[config.mk]
export PLATFORM = sky130hd
export DESIGN_NAME = truth_table_scanner
export DESIGN_NICKNAME = d
export VERILOG_FILES = /design/src/rtl/truth_table_scanner_pkg.sv /design/src/rtl/truth_table_scanner_mismatch_finder.sv /design/src/rtl/truth_table_scanner.sv
export SDC_FILE = /design/constraint.sdc
export NUM_CORES = 1
export LEC_CHECK = 0
export ABC_AREA = 1
export BUFFER_PORTS_ARGS = -buffer_cell sky130_fd_sc_hd__buf_2
export CAP_MARGIN = 20
export CELL_PAD_IN_SITES_DETAIL_PLACEMENT = 0
export CELL_PAD_IN_SITES_GLOBAL_PLACEMENT = 1
export CORE_AREA = 10 10 83 85
export CTS_CLUSTER_DIAMETER = 100
export DETAILED_ROUTE_END_ITERATION = 10
export DIE_AREA = 0 0 93 95
export GPL_TIMING_DRIVEN = 1
export PLACE_DENSITY = 0.78
export SETUP_SLACK_MARGIN = 0.4
export SLEW_MARGIN = 25
export SYNTH_ARGS = -nofsm -noshare
export SYNTH_HDL_FRONTEND = slang
export SYNTH_HIERARCHICAL = 1
export SYNTH_SLANG_ARGS = --single-unit
[constraint.sdc]
create_clock -name clk -period 3.02 [get_ports clk]
set_input_delay 0.453 -clock clk [delete_from_list [all_inputs] [get_ports clk]]
set_output_delay 0.453 -clock clk [all_outputs]
set_load 0.02 [all_outputs]
[src/rtl/truth_table_scanner_pkg.sv]
// Shared types and constants for the truth-table scanner and its helpers.
package truth_table_scanner_pkg;

   localparam int ROWS  = 8;
   localparam int ROW_W = 3;

   typedef enum logic [1:0] {
      IDLE   = 2'd0,
      SETTLE = 2'd1,
      SAMPLE = 2'd2,
      DONE   = 2'd3
   } tts_state_t;

endpackage

[src/rtl/truth_table_scanner_mismatch_finder.sv]
// Compares a captured truth table against a golden one and reports the lowest differing row.
module tt_mismatch_finder
   import truth_table_scanner_pkg::*;
(
   input  logic [ROWS-1:0]  captured,
   input  logic [ROWS-1:0]  golden,
   output logic             match,
   output logic [ROW_W-1:0] idx
);

   logic [ROWS-1:0] diff;

   assign diff  = captured ^ golden;
   assign match = (diff == '0);

   // Scan from the top row down so the lowest differing row wins.
   always_comb begin
      idx = '0;
      for (int i = ROWS - 1; i >= 0; i--) begin
         if (diff[i]) idx = ROW_W'(i);
      end
   end

endmodule

[src/rtl/truth_table_scanner.sv]
// Walks x through all eight input rows of a 3-input circuit, captures f per row and checks it.
module truth_table_scanner
   import truth_table_scanner_pkg::*;
#(
   parameter int SETTLE_CYCLES = 1
) (
   input  logic             clk,
   input  logic             aresetn,
   input  logic             start,
   input  logic             abort,
   input  logic [ROWS-1:0]  expected,
   input  logic             f,
   output logic [ROW_W-1:0] x,
   output logic             busy,
   output logic             done,
   output logic [ROWS-1:0]  table_out,
   output logic             match,
   output logic [ROW_W-1:0] mismatch_idx
);

   localparam logic [3:0]       SETTLE_LAST = 4'(SETTLE_CYCLES - 1);
   localparam logic [ROW_W-1:0] LAST_ROW    = ROW_W'(ROWS - 1);

   tts_state_t       state;
   logic [ROW_W-1:0] row;
   logic [3:0]       settle_cnt;
   logic [ROWS-1:0]  work;
   logic [ROWS-1:0]  exp_lat;
   logic [ROWS-1:0]  work_next;
   logic             fm_match;
   logic [ROW_W-1:0] fm_idx;

   // Working table with the current row's sample folded in, so the final row is
   // visible to the comparator on the same edge that enters DONE.
   always_comb begin
      work_next      = work;
      work_next[row] = f;
   end

   tt_mismatch_finder u_finder (
      .captured (work_next),
      .golden   (exp_lat),
      .match    (fm_match),
      .idx      (fm_idx)
   );

   always_ff @(posedge clk or negedge aresetn) begin
      if (!aresetn) begin
         state        <= IDLE;
         row          <= '0;
         settle_cnt   <= '0;
         work         <= '0;
         exp_lat      <= '0;
         x            <= '0;
         busy         <= 1'b0;
         done         <= 1'b0;
         table_out    <= '0;
         match        <= 1'b0;
         mismatch_idx <= '0;
      end else begin
         done <= 1'b0;
         case (state)
            IDLE: begin
               if (start && !abort) begin
                  exp_lat    <= expected;
                  row        <= '0;
                  settle_cnt <= '0;
                  work       <= '0;
                  x          <= '0;
                  busy       <= 1'b1;
                  state      <= SETTLE;
               end
            end
            SETTLE: begin
               if (abort) begin
                  x     <= '0;
                  busy  <= 1'b0;
                  state <= IDLE;
               end else if (settle_cnt == SETTLE_LAST) begin
                  settle_cnt <= '0;
                  state      <= SAMPLE;
               end else begin
                  settle_cnt <= settle_cnt + 4'd1;
               end
            end
            SAMPLE: begin
               if (abort) begin
                  x     <= '0;
                  busy  <= 1'b0;
                  state <= IDLE;
               end else begin
                  work <= work_next;
                  if (row == LAST_ROW) begin
                     x            <= '0;
                     busy         <= 1'b0;
                     done         <= 1'b1;
                     table_out    <= work_next;
                     match        <= fm_match;
                     mismatch_idx <= fm_idx;
                     state        <= DONE;
                  end else begin
                     row   <= row + 3'd1;
                     x     <= row + 3'd1;
                     state <= SETTLE;
                  end
               end
            end
            DONE: begin
               state <= IDLE;
            end
            default: state <= IDLE;
         endcase
      end
   end

endmodule

==> run metrics <==
layout cell share with drive strength beyond 1=17.3%; number of clock buffers inserted by TritonCTS=5; Final Instance Count excl. Fillers=402; most numerous cell in the Yosys netlist=nand2_1; number of detailed-routing iterations run before antenna repair=4; Core Footprint=0.00534 sq mm; most common library cells after synthesis=132 x nand2_1, 42 x dfrtp_1, 32 x inv_1, 19 x o21ai_1, 12 x nand3_1; vias=1826; CTS sink cnt=42; leakage power summed over all cells=1.50 nW; register area=0.00105 sq mm; clock insertion delay at the later pin of the skew report=0.30 ns; Final min period=1.94 ns; number of gates given a new drive strength after cts=0; maximum number of pins on one net before global-route repair=43; normalized max-slew margin=63.8%; drt drc=0; Die X-Extent=93 um; peak fanout along the critical path=8; type of the tightest min-delay check=primary input to asynchronous set/reset pin; total number of H-tree levels=2; clock slew at the register clock pins of the worst setup and hold paths=0.09 ns; die outline height=95 um; hold-fix buffer count after cts=0; synthesized area per cell=7.64 sq um; Total Wirelength=4.88 mm; EDFF count, synth=0; detail-routed via count per cell=4.54; fin nets=351; setup slack of the most critical reg-to-reg path=1.08 ns; number of nets with antenna violations after detailed routing=0; post-placement cell count=394; Boundary Pins=30; worst slack at placement=1.07 ns; startpoint class of the critical path=flip-flop; maximum achievable frequency=516 MHz; area added between synthesis and finish=15.0%; unrepaired setup endpoints after global routing=false; area of the multi-input gates=0.00105 sq mm; Total Neg Setup Slack=0 ns; HPWL Detailed=3.60 mm; synth unique cells=25; Max Cap Violations=0; average routed wire per standard cell=12.1 um; nets in the synthesized netlist=321; flip-flop and latch count after synthesis=42; Total Routing Usage GR=11.8%; worst slew pin tran=0.543 ns; routability congestion estimate=0.785; final hold violation count=0; Reg2Reg Capture Point=mismatch_idx[0]$_DFFE_PN0P_; final worst slack=1.08 ns; areal power density over the cells=757 mW/mm^2; CP Class=flip-flop to flip-flop; remaining global-route overflow=0; final period utilization=64.2%; buffers inserted during post-CTS setup optimization=0; Yosys top cell by area=dfrtp_1; antenna diode count=0; CTS Root Buffer Type=clkbuf_8; initial antenna violation count=0; first-pass GRT wire length=8.52 mm; combined area of all synthesized cells=0.00228 sq mm; Worst Path Arrival=2.13 ns; number of port buffers=29; max-slew violation total from the final report=0; synthesized netlist cell count=299; largest cells by area after synthesis=dfrtp_1 46%, nand2_1 22%, inv_1 5.3%; number of DRC violations after detailed-routing iteration 0=119; Synth async-reset ratio=100%; Setup-failing EPs final=0; number of warning messages in the yosys log=6; beginning of the worst register-to-register path=row[0]$_DFFE_PN0P_; placement row count=27; most used flip-flop cell after synthesis=dfrtp_1; area of the die=0.00884 sq mm; status=finished clean; Clock Skews=0.00839 ns; Peak VDD IR=0.382 mV; initial core utilization=42.8%; via count of the first global-routing pass=1851; depth of the worst register-to-register path=14; sort of element at the end of the critical path=flip-flop; number of fill cells in the layout=576; fraction of the yosys area taken by sequential cells=46.0%; number of buffers on the longest clock path=2; TritonCTS clock tree=done; area share of the largest cell type after synthesis=46.0%; WP data required=3.21 ns
[per-layer routing]
layer	part of all wire (%)	vias to the layer above	GRT usage, %
met4	1.1	0	4.24
li1	-	979	-
met1	49	821	14.6
met3	3.0	5	2.54
met5	0	-	0
met2	47	21	19.8
[logic make-up after synthesis]
logic type	share of synthesized area [%]
flip-flops	46.0
buffers and inverters	7.89
AND/OR/NAND/NOR	32.3
XOR/XNOR	3.01
AO/OA/AOI/OAI	5.91
adder cells (fa/ha/maj)	4.93
[final cells by class]
cell class                      instances  area share [%]
Multi-Input combinational cell        214            40.1
Sequential cell                        42            40.0
Timing Repair Buffer                   29            5.62
Inverter                               37            5.38
Tap cell                               72            3.43
Clock buffer                            6            3.14
Clock inverter                          2            2.29
[worst max-delay path: stages (launching register included)]
cell and delay, ns:
dfrtp_1 0.49, inv_1 0.20, nand3_1 0.13, o21ai_1 0.35, inv_1 0.07, nand2_1 0.07
nand2_1 0.06, nand2_1 0.07, nand2_1 0.05, nand2_1 0.06, nand2_1 0.04, nand2_1 0.07
a21oi_1 0.06, nand2_1 0.07, nand2_1 0.05
[state kept, by name, indices dropped and copies added, names as in the netlist]
| name | cells |
|---|---|
| busy | 1 |
| done | 1 |
| exp_lat | 8 |
| match | 1 |
| mismatch_idx | 3 |
| row | 3 |
| settle_cnt | 4 |
| state | 2 |
| table_out | 8 |
| work | 8 |
| x | 3 |
[per-stage QoR]
step	power [mW]	hold WS (ns)	area, sq um	utilization [%]
2_1_floorplan	1.32	0.157	2280	-
3_3_place_gp	1.45	0.449	2480	46.5
3_5_place_dp	1.46	0.454	2480	46.5
4_1_cts	2.02	0.346	2620	49.2
5_1_grt	2.16	0.179	2630	49.2
6_report	1.99	0.141	2630	49.2
[power by group]
part / switching [mW] / total (mW) / internal [mW]
sequential: 0.0766 / 0.730 / 0.653
clock: 0.202 / 0.555 / 0.353
combinational: 0.460 / 0.705 / 0.244
total: 0.739 / 1.99 / 1.25
[worst max path at each step]
| stage | from | to | depth (start not counted) |
|---|---|---|---|
| after floorplan | row[0]$_DFFE_PN0P_ | mismatch_idx[0]$_DFFE_PN0P_ | 14 |
| after global placement | row[0]$_DFFE_PN0P_ | mismatch_idx[0]$_DFFE_PN0P_ | 14 |
| after detailed placement | row[0]$_DFFE_PN0P_ | mismatch_idx[0]$_DFFE_PN0P_ | 14 |
| after CTS | row[0]$_DFFE_PN0P_ | mismatch_idx[0]$_DFFE_PN0P_ | 14 |
| after global routing | row[0]$_DFFE_PN0P_ | mismatch_idx[0]$_DFFE_PN0P_ | 14 |
| final | row[0]$_DFFE_PN0P_ | mismatch_idx[0]$_DFFE_PN0P_ | 14 |
[placed cells by master (no fill, tap or decap), drive strengths merged]
master  synthesis  layout
nand2         138     138
dfrtp          42      42
inv            37      37
buf             6      29
o21ai          23      23
nand3          15      15
nor2           12      12
ha              9       9
nand4           7       7
clkbuf          0       6
xnor2           4       4
xor2            3       3
bufinv          0       2
a21boi          1       1
a21oi           1       1
nor3            1       1
No activity file was read; power rests on OpenSTA's default activity.
